**src/rtl/iir_cfg_pkg.sv**
```systemverilog
// Shared types and constants for the biquad coefficient configuration controller.
// COEF_W must match the controller's DATA_WIDTH_P.
package iir_cfg_pkg;

  localparam int unsigned COEF_W = 24;

  localparam logic [1:0] COEF_A1 = 2'd0;
  localparam logic [1:0] COEF_A2 = 2'd1;
  localparam logic [1:0] COEF_K  = 2'd2;

  typedef enum logic [1:0] {
    IDLE,
    LOAD,
    DRAIN,
    COMMIT
  } cfg_state_t;

  typedef struct packed {
    logic [COEF_W-1:0] a1;
    logic [COEF_W-1:0] a2;
    logic [COEF_W-1:0] k;
  } biquad_coef_t;

  // Zero feedback with unity gain: the section passes samples through untouched.
  function automatic biquad_coef_t pass_through_coef(input int unsigned q_bits);
    biquad_coef_t c;
    c    = '0;
    c.k  = COEF_W'(1) << q_bits;
    return c;
  endfunction

endpackage

```
**src/rtl/iir_inflight_counter.sv**
```systemverilog
// Counts samples held inside the biquad cascade: +1 on entry, -1 on exit, saturating.
// A decrement at zero is dropped and reported on underflow for one cycle.
module iir_inflight_counter #(
  parameter int unsigned W = 8
) (
  input  logic         clk,
  input  logic         rst,
  input  logic         inc,
  input  logic         dec,
  input  logic         clr,
  output logic [W-1:0] count,
  output logic         underflow
);

  logic [W-1:0] count_q, count_d;

  always_comb begin
    count_d   = count_q;
    underflow = 1'b0;
    if (clr) begin
      count_d = '0;
    end else if (inc && !dec) begin
      if (count_q != '1) count_d = count_q + W'(1);
    end else if (dec && !inc) begin
      if (count_q == '0) underflow = 1'b1;
      else               count_d   = count_q - W'(1);
    end
  end

  always_ff @(posedge clk) begin
    if (rst) count_q <= '0;
    else     count_q <= count_d;
  end

  assign count = count_q;

endmodule

```
**src/rtl/iir_biquad_coeff_ctrl.sv**
```systemverilog
// Shadow/live coefficient bank for a biquad cascade with drain-then-commit update.
// Optional macro IIR_CFG_DRAIN_TIMEOUT_EN bounds the drain wait to DRAIN_TIMEOUT_P cycles.
module iir_biquad_coeff_ctrl
  import iir_cfg_pkg::*;
#(
  parameter int unsigned DATA_WIDTH_P     = 24,
  parameter int unsigned NR_OF_Q_BITS_P   = 20,
  parameter int unsigned NR_OF_SECTIONS_P = 3,
  parameter int unsigned INFLIGHT_W_P     = 8,
  parameter int unsigned DRAIN_TIMEOUT_P  = 1024
) (
  input  logic                                            clk,
  input  logic                                            rst,
  input  logic                                            cfg_valid,
  output logic                                            cfg_ready,
  input  logic [$clog2(NR_OF_SECTIONS_P)-1:0]             cfg_section,
  input  logic [1:0]                                      cfg_index,
  input  logic [DATA_WIDTH_P-1:0]                         cfg_data,
  input  logic                                            cfg_last,
  output logic                                            cfg_commit_done,
  output logic                                            cfg_error,
  input  logic                                            x_valid_in,
  input  logic [DATA_WIDTH_P-1:0]                         x_in,
  output logic                                            x_ready,
  output logic                                            x_valid_out,
  output logic [DATA_WIDTH_P-1:0]                         x_out,
  input  logic                                            y_valid_in,
  output logic [NR_OF_SECTIONS_P-1:0][DATA_WIDTH_P-1:0]   cr_a1,
  output logic [NR_OF_SECTIONS_P-1:0][DATA_WIDTH_P-1:0]   cr_a2,
  output logic [NR_OF_SECTIONS_P-1:0][DATA_WIDTH_P-1:0]   cr_gain_k
);

  localparam biquad_coef_t PASS_COEF = pass_through_coef(NR_OF_Q_BITS_P);

  cfg_state_t state_q, state_d;
  biquad_coef_t [NR_OF_SECTIONS_P-1:0] shadow_q, shadow_d, live_q;

  logic                    cfg_fire;
  logic                    cfg_illegal;
  logic [INFLIGHT_W_P-1:0] inflight;
  logic                    underflow;
  logic                    drain_timeout;
  logic                    error_q;

  assign cfg_ready       = (state_q == IDLE) || (state_q == LOAD);
  assign x_ready         = cfg_ready;
  assign x_valid_out     = x_valid_in & x_ready;
  assign x_out           = x_in;
  assign cfg_commit_done = (state_q == COMMIT);
  assign cfg_error       = error_q;

  assign cfg_fire    = cfg_valid & cfg_ready;
  assign cfg_illegal = cfg_fire &&
                       ((cfg_index == 2'd3) || (32'(cfg_section) >= NR_OF_SECTIONS_P));

  iir_inflight_counter #(
    .W (INFLIGHT_W_P)
  ) u_inflight (
    .clk       (clk),
    .rst       (rst),
    .inc       (x_valid_out),
    .dec       (y_valid_in),
    .clr       (drain_timeout),
    .count     (inflight),
    .underflow (underflow)
  );

`ifdef IIR_CFG_DRAIN_TIMEOUT_EN
  localparam int unsigned TO_W = $clog2(DRAIN_TIMEOUT_P);

  logic [TO_W-1:0] drain_cnt_q;

  // Counter value equals the number of DRAIN cycles already spent.
  assign drain_timeout = (state_q == DRAIN) && (inflight != '0) &&
                         (drain_cnt_q == TO_W'(DRAIN_TIMEOUT_P - 1));

  always_ff @(posedge clk) begin
    if (rst || (state_q != DRAIN)) drain_cnt_q <= '0;
    else if (!drain_timeout)       drain_cnt_q <= drain_cnt_q + TO_W'(1);
  end
`else
  logic unused_drain_timeout;
  assign unused_drain_timeout = ^DRAIN_TIMEOUT_P;
  assign drain_timeout        = 1'b0;
`endif

  always_comb begin
    shadow_d = shadow_q;
    if (cfg_fire && !cfg_illegal) begin
      case (cfg_index)
        COEF_A1: shadow_d[cfg_section].a1 = COEF_W'(cfg_data);
        COEF_A2: shadow_d[cfg_section].a2 = COEF_W'(cfg_data);
        COEF_K:  shadow_d[cfg_section].k  = COEF_W'(cfg_data);
        default: ;
      endcase
    end
  end

  always_comb begin
    state_d = state_q;
    case (state_q)
      IDLE:    if (cfg_fire) state_d = cfg_last ? DRAIN : LOAD;
      LOAD:    if (cfg_fire && cfg_last) state_d = DRAIN;
      DRAIN:   if ((inflight == '0) || drain_timeout) state_d = COMMIT;
      COMMIT:  state_d = IDLE;
      default: state_d = IDLE;
    endcase
  end

  // Live bank loads on the edge into COMMIT so cfg_commit_done coincides with new values.
  always_ff @(posedge clk) begin
    if (rst) begin
      state_q  <= IDLE;
      shadow_q <= {NR_OF_SECTIONS_P{PASS_COEF}};
      live_q   <= {NR_OF_SECTIONS_P{PASS_COEF}};
      error_q  <= 1'b0;
    end else begin
      state_q  <= state_d;
      shadow_q <= shadow_d;
      if ((state_q == DRAIN) && (state_d == COMMIT)) live_q <= shadow_q;
      error_q  <= error_q | cfg_illegal | underflow | drain_timeout;
    end
  end

  for (genvar s = 0; s < NR_OF_SECTIONS_P; s++) begin : g_cr
    assign cr_a1[s]     = DATA_WIDTH_P'(live_q[s].a1);
    assign cr_a2[s]     = DATA_WIDTH_P'(live_q[s].a2);
    assign cr_gain_k[s] = DATA_WIDTH_P'(live_q[s].k);
  end

endmodule

```
**config.mk**
```make
export PLATFORM = sky130hd
export DESIGN_NAME = iir_biquad_coeff_ctrl
export DESIGN_NICKNAME = d
export VERILOG_FILES = /design/src/rtl/iir_cfg_pkg.sv /design/src/rtl/iir_inflight_counter.sv /design/src/rtl/iir_biquad_coeff_ctrl.sv
export SDC_FILE = /design/constraint.sdc
export NUM_CORES = 1
export LEC_CHECK = 0
export CORE_ASPECT_RATIO = 0.6
export CORE_UTILIZATION = 50
export CTS_BUF_LIST = sky130_fd_sc_hd__clkbuf_4 sky130_fd_sc_hd__clkbuf_8
export DETAILED_ROUTE_END_ITERATION = 6
export DONT_BUFFER_PORTS = 1
export PLACE_DENSITY = 0.64
export SYNTH_ARGS = -nofsm -noshare
export SYNTH_HDL_FRONTEND = slang
export SYNTH_SLANG_ARGS = --single-unit
```
**constraint.sdc**
```tcl
create_clock -name clk -period 3.7 [get_ports clk]
set_clock_uncertainty 0.2 [all_clocks]
set_input_delay 0.555 -clock clk [delete_from_list [all_inputs] [get_ports clk]]
set_output_delay 0.555 -clock clk [all_outputs]
set_load 0.005 [all_outputs]
```
Word level (Yosys, flattened, before mapping) --
Cells that the tools add are included.
Storage, ports and cells: register bits 443, output and inout port bits 245
Cells by class: $add $sub $neg 2, order comparisons 3, equality and inequality tests 10, mux-type cells 22, bitwise logic cells 4, reductions and logical operators 19
Operator list (number):
- $bwmux 216 | 3
- $pmux 216 s3 | 1
- $demux 72 s2 | 3
- $mux 72 | 1
- $mux 48 | 1
- $mux 8 | 4
- $mux 24 | 1
- $eq 2x2->1 const B | 5
- $add 8x1->8 const B | 1
- $logic_not 8->1 | 1
- $mux 2 | 4
- $ne 8x8->1 const B | 1
- $pmux 2 s4 | 1
- $sub 8x1->8 const B | 1
- $logic_and 1x1->1 | 7
- $eq 2x1->1 const B | 2
- $logic_not 2->1 | 2
- $logic_not 1->1 | 3
- $lt 2x3->1 const B | 1
- $mux 1 | 3
- $reduce_and 3->1 | 1
- $reduce_bool 3->1 | 1
- $and 1x1->1 | 2
- $ge 2x1->1 const B | 1
- other kinds (7) | 9

Depth between registers and ports, before layout --
Gate-level depths: netlist (run 1).
word-level depth 8, mapped depth 9, mapped depth without buffers 7

Cells and area by module --
Synthesis (run 1) repeated with hierarchy kept, for this count alone.
Unflattened totals: cells, all modules 1692, area total of the unflattened synthesis 16234.3 µm²
By module, submodules not included:
- iir_biquad_coeff_ctrl | times used 1, cells each 1614, area each 15578.7 µm²
- iir_inflight_counter | times used 1, cells each 78, area each 655.6 µm²

Worst setup path before layout (run 1) --
OpenSTA, ideal clock, no wires.
path kind input to register, start point input y_valid_in, end point register u_inflight.count_q[7] (netlist: u_inflight.count[7]), setup time 121 ps, data arrival time 2600 ps, data required time 3379 ps, path slack 779 ps, stages on the path 8, buffers on the path 1, cells stage by stage or3b_2 -> clkbuf_1 -> ha_1 -> a211oi_1 -> o21a_1 -> o211ai_1 -> a21boi_1 -> mux2_2
On the way: word-level cells in the longest chain between the ends 4
RTL lines:
- start: declaration | line iir_biquad_coeff_ctrl.sv:27 | input logic y_valid_in,
- $logic_not 1->1 | line iir_inflight_counter.sv:22 | end else if (inc && !dec) begin
- $logic_and 1x1->1 | line iir_inflight_counter.sv:22
- $ne 2x2->1 (no source line), or another cell as far along
- $reduce_and 3->1 (no source line)
- end signal: assignment | line iir_inflight_counter.sv:32 | else count_q <= count_d;
- end: declaration | line iir_inflight_counter.sv:15 | logic [W-1:0] count_q, count_d;
Several ways; a longest one is shown, not always the timed one. A chain may end at the register's enable or synchronous reset.

==> results by group, run 1 <==
Outcome
  – Status: complete, no violations

Timing
  – Hold Violations, Final: 0
  – Final setup TNS: 0 ps
  – Tmin final: 3405 ps
  – Max Clk Rate: 0.2937 GHz
  – Endpoints failing setup: 0
  – Final max-slew violation count: 0
  – Max-slew headroom: 33.17%
  – Hold slack: 70.41 ps
  – Final period util: 92.01%
  – Slew @ Worst Pin: 1000 ps
  – Unrepaired setup endpoints after global routing: no

Synth
  – Mean post-synth cell area: 8.668 um2
  – Number of synthesized flops with an enable pin: 0
  – Synth async-reset ratio: 0%
  – Sequential area share after synthesis: 55.51%
  – Synth unique cells: 37
  – Ys flop type: dfxtp_1
  – Syn Inst Count: 1843
  – Post-Syn Nets: 1913
  – Yosys warns: 0
  – Synthesized flop and latch total: 443
  – Post-Synthesis Cell Area: 0.01598 mm2

Critical path
  – Critical path class: flop to flop
  – CP endpoint kind: flop
  – Reg-to-Reg Start: state_q[1]
  – Worst Setup SP: state_q[1]
  – Worst Path Max Fanout: 26
  – R2R depth: 8
  – Worst EP required: 4040 ps
  – Worst Path Arrival: 3750 ps
  – Critical path launch point type: flop
  – R2r setup slk: 300 ps

Finish
  – Nets: 2075
  – Register Area: 0.008869 mm2
  – P&R area growth vs syn: 25.28%
  – Commonest non-fill, non-tap cell in the layout: dfxtp_1
  – Fraction of layout cells with a size suffix above 1: 6.742%
  – Fillcell total: 2672
  – Multi-input gate area: 0.006183 mm2
  – Most frequent cells in the layout: dfxtp_1 (443), nand2_1 (441), dlygate4sd3_1 (290), nor2_1 (227), a21oi_1 (222)

Pwr
  – NetSw: 2494 uW
  – Seq pwr share: 50.2%
  – Clock share of power: 40.1%
  – Sw Share: 25.60%
  – Combinational share of power: 9.6%
  – Internal power: 7250 uW
  – VDD IR max: 0.0002861 V
  – PwrDens: 486.9 mW/mm2
  – Pleak: 0.007663 uW

Flow run
  – Number of max-cap violations: 0

Global routing
  – Gr usage total: 32.33%
  – First-pass GRT wire length: 81.25 mm
  – Initial antenna violation count: 6
  – GRT overflow: 0
  – Vias in the first global route: 13.83k
  – Largest net degree at the start of global routing: 268

Die
  – Core area: 0.03128 mm2
  – Placement Rows: 50
  – Initial Util: 51.07%
  – Io pins: 303
  – Die Span Y: 140.5 um
  – Die X: 232.8 um
  – Die area: 0.03269 mm2

Clock network
  – Worst-skew pair later-pin latency: 620 ps
  – Cells resized by post-CTS repair: 0
  – Clock sink count: 443
  – CTS tree: built
  – CTS Root Cell: clkbuf_8
  – Clock transition at path regs: 70 ps
  – H-tree depth: 2
  – CTS buffer count: 61
  – Max clock buf depth: 3
  – Hold Buf Count CTS: 291
  – Post-CTS setup buffers: 0

Drt
  – DR WL/cell: 22.07 um
  – DRC: 0
  – Pre-antenna DRT Iters: 6
  – Via count: 14.61k
  – Vias per inst: 5.928
  – Detailed Route WL: 54.40 mm
  – DRT iter0 DRCs: 2067
  – Post-DRT Antenna Nets: 0

Place
  – GPL Wtd Cong: 0.8035
  – DP HPWL: 26.60 mm
  – # port buffers: 0

Min path
  – Hold crit path type: input port to flop
critical path: stages, from the launching register on:
cell and delay [ps]:
dfxtp_1 300, buf_4 140, inv_1 250, and4b_1 470, and3b_2 630, buf_4 400
a32oi_1 180, nor2_1 160, dlygate4sd3_1 570
layer usage:
metal,wire length (um),global-route usage [%]
met1,23210,45.75
met2,23500,47.16
met3,6522,10.18
met4,1157,8.875
met5,13,0
metrics by stage:
step           instance area (um2)  setup slack, ps  instances  power (uW)  utilization, %
4_1_cts                      20010            385.1       2463        9757           63.97
3_3_place_gp                 15820            666.4       2067        5750           50.56
2_1_floorplan                15980            779.5       1843        5700               -
6_report                     20010            295.5       2465        9744           63.98
3_5_place_dp                 15820            597.2       2067        5761           50.56
5_1_grt                      20010            149.4       2463       10070           63.97
logic make-up after synthesis:
logic type	Yosys count	synth area share, %
simple gates	702	17.11
flops	443	55.51
mux	5	0.3211
compound gates	458	19.74
buf+inv	217	5.992
xor+xnor	6	0.3289
fa+ha+maj	12	0.9868
power by group through the flow:
stage | Clock (uW) | Sequential, uW | Combinational (uW)
after floorplan | 0 | 4980 | 720
after global placement | 0 | 5000 | 752
after detailed placement | 0 | 5000 | 762
after CTS | 3950 | 4890 | 917
after global routing | 4170 | 4900 | 998
final | 3910 | 4900 | 937
cell type report:
type	instances	area share (%)
Inverter	5	0.09377
Clock inverter	4	0.1125
Clock buffer	101	6.195
Multi-Input combinational cell	1183	30.90
Antenna cell	2	0.02501
Timing Repair Buffer	311	15.77
Tap cell	416	2.601
Sequential cell	443	44.31
how the worst min path moves through the flow:
stage                                to      startpoint  depth (start not counted)  slack (ps)
finish                             flop  cfg_section[0]                          3          70
floorplan                      cr_a1[0]            flop                          2         230
detailed placement            cr_a1[66]            flop                          2         240
global route        u_inflight.count[6]             rst                          2          60
global placement              cr_a1[23]            flop                          2         240
CTS                 u_inflight.count[6]             rst                          2          10
cells in the mapped netlist, types with 4 or more instances:
library cell    n  area share, %
nor2_1        228            5.4
xnor2_1         6           0.33
a32oi_1       216             12
a21o_1          5           0.23
buf_2           6           0.19
dfxtp_1       443             56
buf_4          36            1.7
inv_1           5           0.12
a21oi_1       222            7.0
nand2b_1        5           0.20
nand2_1       442             10
mux2i_1         4           0.25
ha_1           11           0.86
clkbuf_1      170            4.0
nand3_1         9           0.28
Power figures use the tool's default switching activity.
==> run 2: changes to the inputs <==
PLACE_DENSITY = 0.67   (was 0.64)
clock period = 2.92 ns   (was 3.7 ns; I/O delays follow)
==> run 2 against run 1 <==
Effect of this change: total power up 28%; clock power up 27%; hold slack better by 48 ps; sequential share of layout area down 1.4 points; critical path type unchanged; setup slack worse by 330 ps; final area up 3.2%; flip-flop and latch count unchanged; die area unchanged; critical path depth down 1; register-to-register slack worse by 330 ps; wire length up 9.0%; combinational power up 43%; the flow now finishes with violations (negative setup slack); highest routed layer is now met4.
==> results by group, run 2 (same netlist as run 1, synthesis figures left out) <==
Pwr
  – PwrDens: 606.0 mW/mm2 (+24%)
  – Total power: 12510 uW (+28%)
  – VDD IR max: 0.0004147 V (+45%)
  – Pleak: 0.008054 uW (+5.1%)

Finish
  – Nets: 2133 (+2.8%)
  – Fillcell total: 2508 (-6.1%)
  – Register Area: 0.008869 mm2 (unchanged)
  – Fraction of layout cells with a size suffix above 1: 7.363% (+0.62 points)
  – Fin util: 66.01% (+2.0 points)
  – # diodes: 0 (-2)
  – P&R area growth vs syn: 29.24%
  – Multi-input gate area: 0.006196 mm2 (+0.20%)
  – Commonest non-fill, non-tap cell in the layout: dfxtp_1
  – Most frequent cells in the layout: dfxtp_1 (443), nand2_1 (441), dlygate4sd3_1 (335), nor2_1 (226), a21oi_1 (222)

Die
  – Initial Util: 51.07% (unchanged)
  – Placement Rows: 50 (unchanged)
  – Die X: 232.8 um (unchanged)
  – Io pins: 303 (unchanged)
  – Core area: 0.03128 mm2 (unchanged)
  – Die area: 0.03269 mm2 (unchanged)
  – Die Span Y: 140.5 um (unchanged)

Critical path
  – Reg-to-Reg Start: u_inflight.count[0]
  – Crit-path leading delay family: simple AND/OR/NAND/NOR gates
  – CP cell instances: or4_1 > nor2_4 > nand2_4 > buf_16 > nand2_1 > a21oi_1 > dlygate4sd3_1
  – Worst Path Arrival: 3270 ps (-480 ps)
  – Worst EP required: 3230 ps (-810 ps)
  – Worst Path Max Fanout: 109 (+320%)
  – CP endpoint kind: flop
  – Critical path launch point type: flop
  – Crit path buf inv count: 2 (-2)
  – R2R Path End: cr_gain_k[3]
  – CP max stage delay: 610 ps (-20 ps)
  – R2R depth: 7 (-1)
  – CP Depth: 7 (-1)
  – Critical path class: flop to flop
  – CP max-delay cell: or4_1
  – R2r setup slk: -40 ps (-330 ps)

Clock network
  – CTS tree: built
  – CTS buffer count: 61 (unchanged)
  – Clock transition at path regs: 70 ps (about the same)
  – H-tree depth: 2 (unchanged)
  – CTS Root Cell: clkbuf_8
  – Max clock buf depth: 3 (unchanged)
  – Clock sink count: 443 (unchanged)
  – Worst-skew pair later-pin latency: 630 ps (about the same)

Timing
  – Final period util: 101.3% (+9.3 points)
  – Hold Violations, Final: 0 (unchanged)
  – Slew @ Worst Pin: 1109 ps (+109.0 ps)
  – Max-slew headroom: 26.07% (-7.1 points)
  – Final max-slew violation count: 0 (unchanged)
  – Max Clk Rate: 0.3379 GHz (+15%)
  – Hold slack: 118.2 ps (+47.76 ps)
  – Endpoints failing setup: 7 (+7)
  – Final setup TNS: -149.8 ps (-149.8 ps)
  – Unrepaired setup endpoints after global routing: yes
  – Post-route setup slack: -39.11 ps (-334.6 ps)
  – Tmin final: 2959 ps (-445.4 ps)

Drt
  – DRT iter0 DRCs: 1999 (-3.3%)
  – DRC: 0 (unchanged)
  – Via count: 15.13k (+3.6%)
  – Pre-antenna DRT Iters: 7 (+1)
  – Post-DRT Antenna Nets: 0 (unchanged)
  – DR WL/cell: 23.52 um (+6.6%)
  – Vias per inst: 6.003 (+1.3%)
  – Detailed Route WL: 59.30 mm (+9.0%)

Global routing
  – GRT overflow: 0 (unchanged)
  – Gr usage total: 30.73% (-1.6 points)
  – Largest net degree at the start of global routing: 440 (+64%)
  – Vias in the first global route: 13.84k (+0.080%)
  – Initial antenna violation count: 5 (-1)
  – First-pass GRT wire length: 78.23 mm (-3.7%)

Place
  – # port buffers: 0 (unchanged)
  – DP HPWL: 26.73 mm (+0.48%)
  – GPL Wtd Cong: 0.8669 (+7.9%)

Min path
  – Hold depth: 3 (unchanged)
  – Hold crit path type: input port to flop
  – Hold wc startpoint: cfg_section[0]

Flow run
  – Number of max-cap violations: 0 (unchanged)

Outcome
  – Failing checks: negative setup slack
  – Status: finished with violations
## run 2: final cells by class
| type | instances | share of cell area, % |
|---|---|---|
| multi-input cells | 1183 | 30.01 |
| repair buffers | 369 | 18.28 |
| inverters | 5 | 0.1091 |
| clock inverters | 3 | 0.09090 |
| flip-flops and latches | 443 | 42.95 |
| well taps | 416 | 2.521 |
| clock buffers | 102 | 6.042 |
## run 2: worst max path at each step
stage / from / endpoint / slack, ps
after floorplan: y_valid_in / u_inflight.count[7] / 120
after global placement: y_valid_in / u_inflight.count[7] / 130
after detailed placement: y_valid_in / u_inflight.count[7] / 90
after CTS: u_inflight.count[0] / cr_gain_k[42] / 10
after global routing: u_inflight.count[0] / cr_a2[69] / -60
final: u_inflight.count[0] / cr_gain_k[3] / -40
## run 2: stage by stage
stage	instance area (um2)	instances	worst slack [ps]
after floorplan	15980	1843	116.5
after global placement	15900	2075	130.3
after detailed placement	15900	2075	85.80
after CTS	20020	2465	9.552
after global routing	20650	2521	-57.50
final	20650	2521	-39.11
## run 2: power by group
part	switching, uW	total (uW)	internal [uW]
Clock	2300	4970	2660
Combinational	855	1340	483
Sequential	87.6	6210	6120
Total	3250	12500	9270
## run 2: layer usage
| metal | part of all wire (%) | track usage (%) | vias to the layer above |
|---|---|---|---|
| met4 | 3.2 | 10.53 | 0 |
| met5 | 0 | 0 | - |
| met1 | 40 | 40.57 | 7375 |
| li1 | - | - | 6812 |
| met2 | 44 | 47.37 | 811 |
| met3 | 13 | 9.752 | 136 |
## run 2: worst min-delay path: stages
cell and delay (ps):
nor2b_4 170, a32oi_1 220, nor2_1 50
## run 2: repair_timing
action,in CTS,in global routing
gates resized for setup,0,8
setup endpoints to repair,0,272
hold buffers,285,51
endpoints found under the hold margin,443,158
setup buffers,0,2
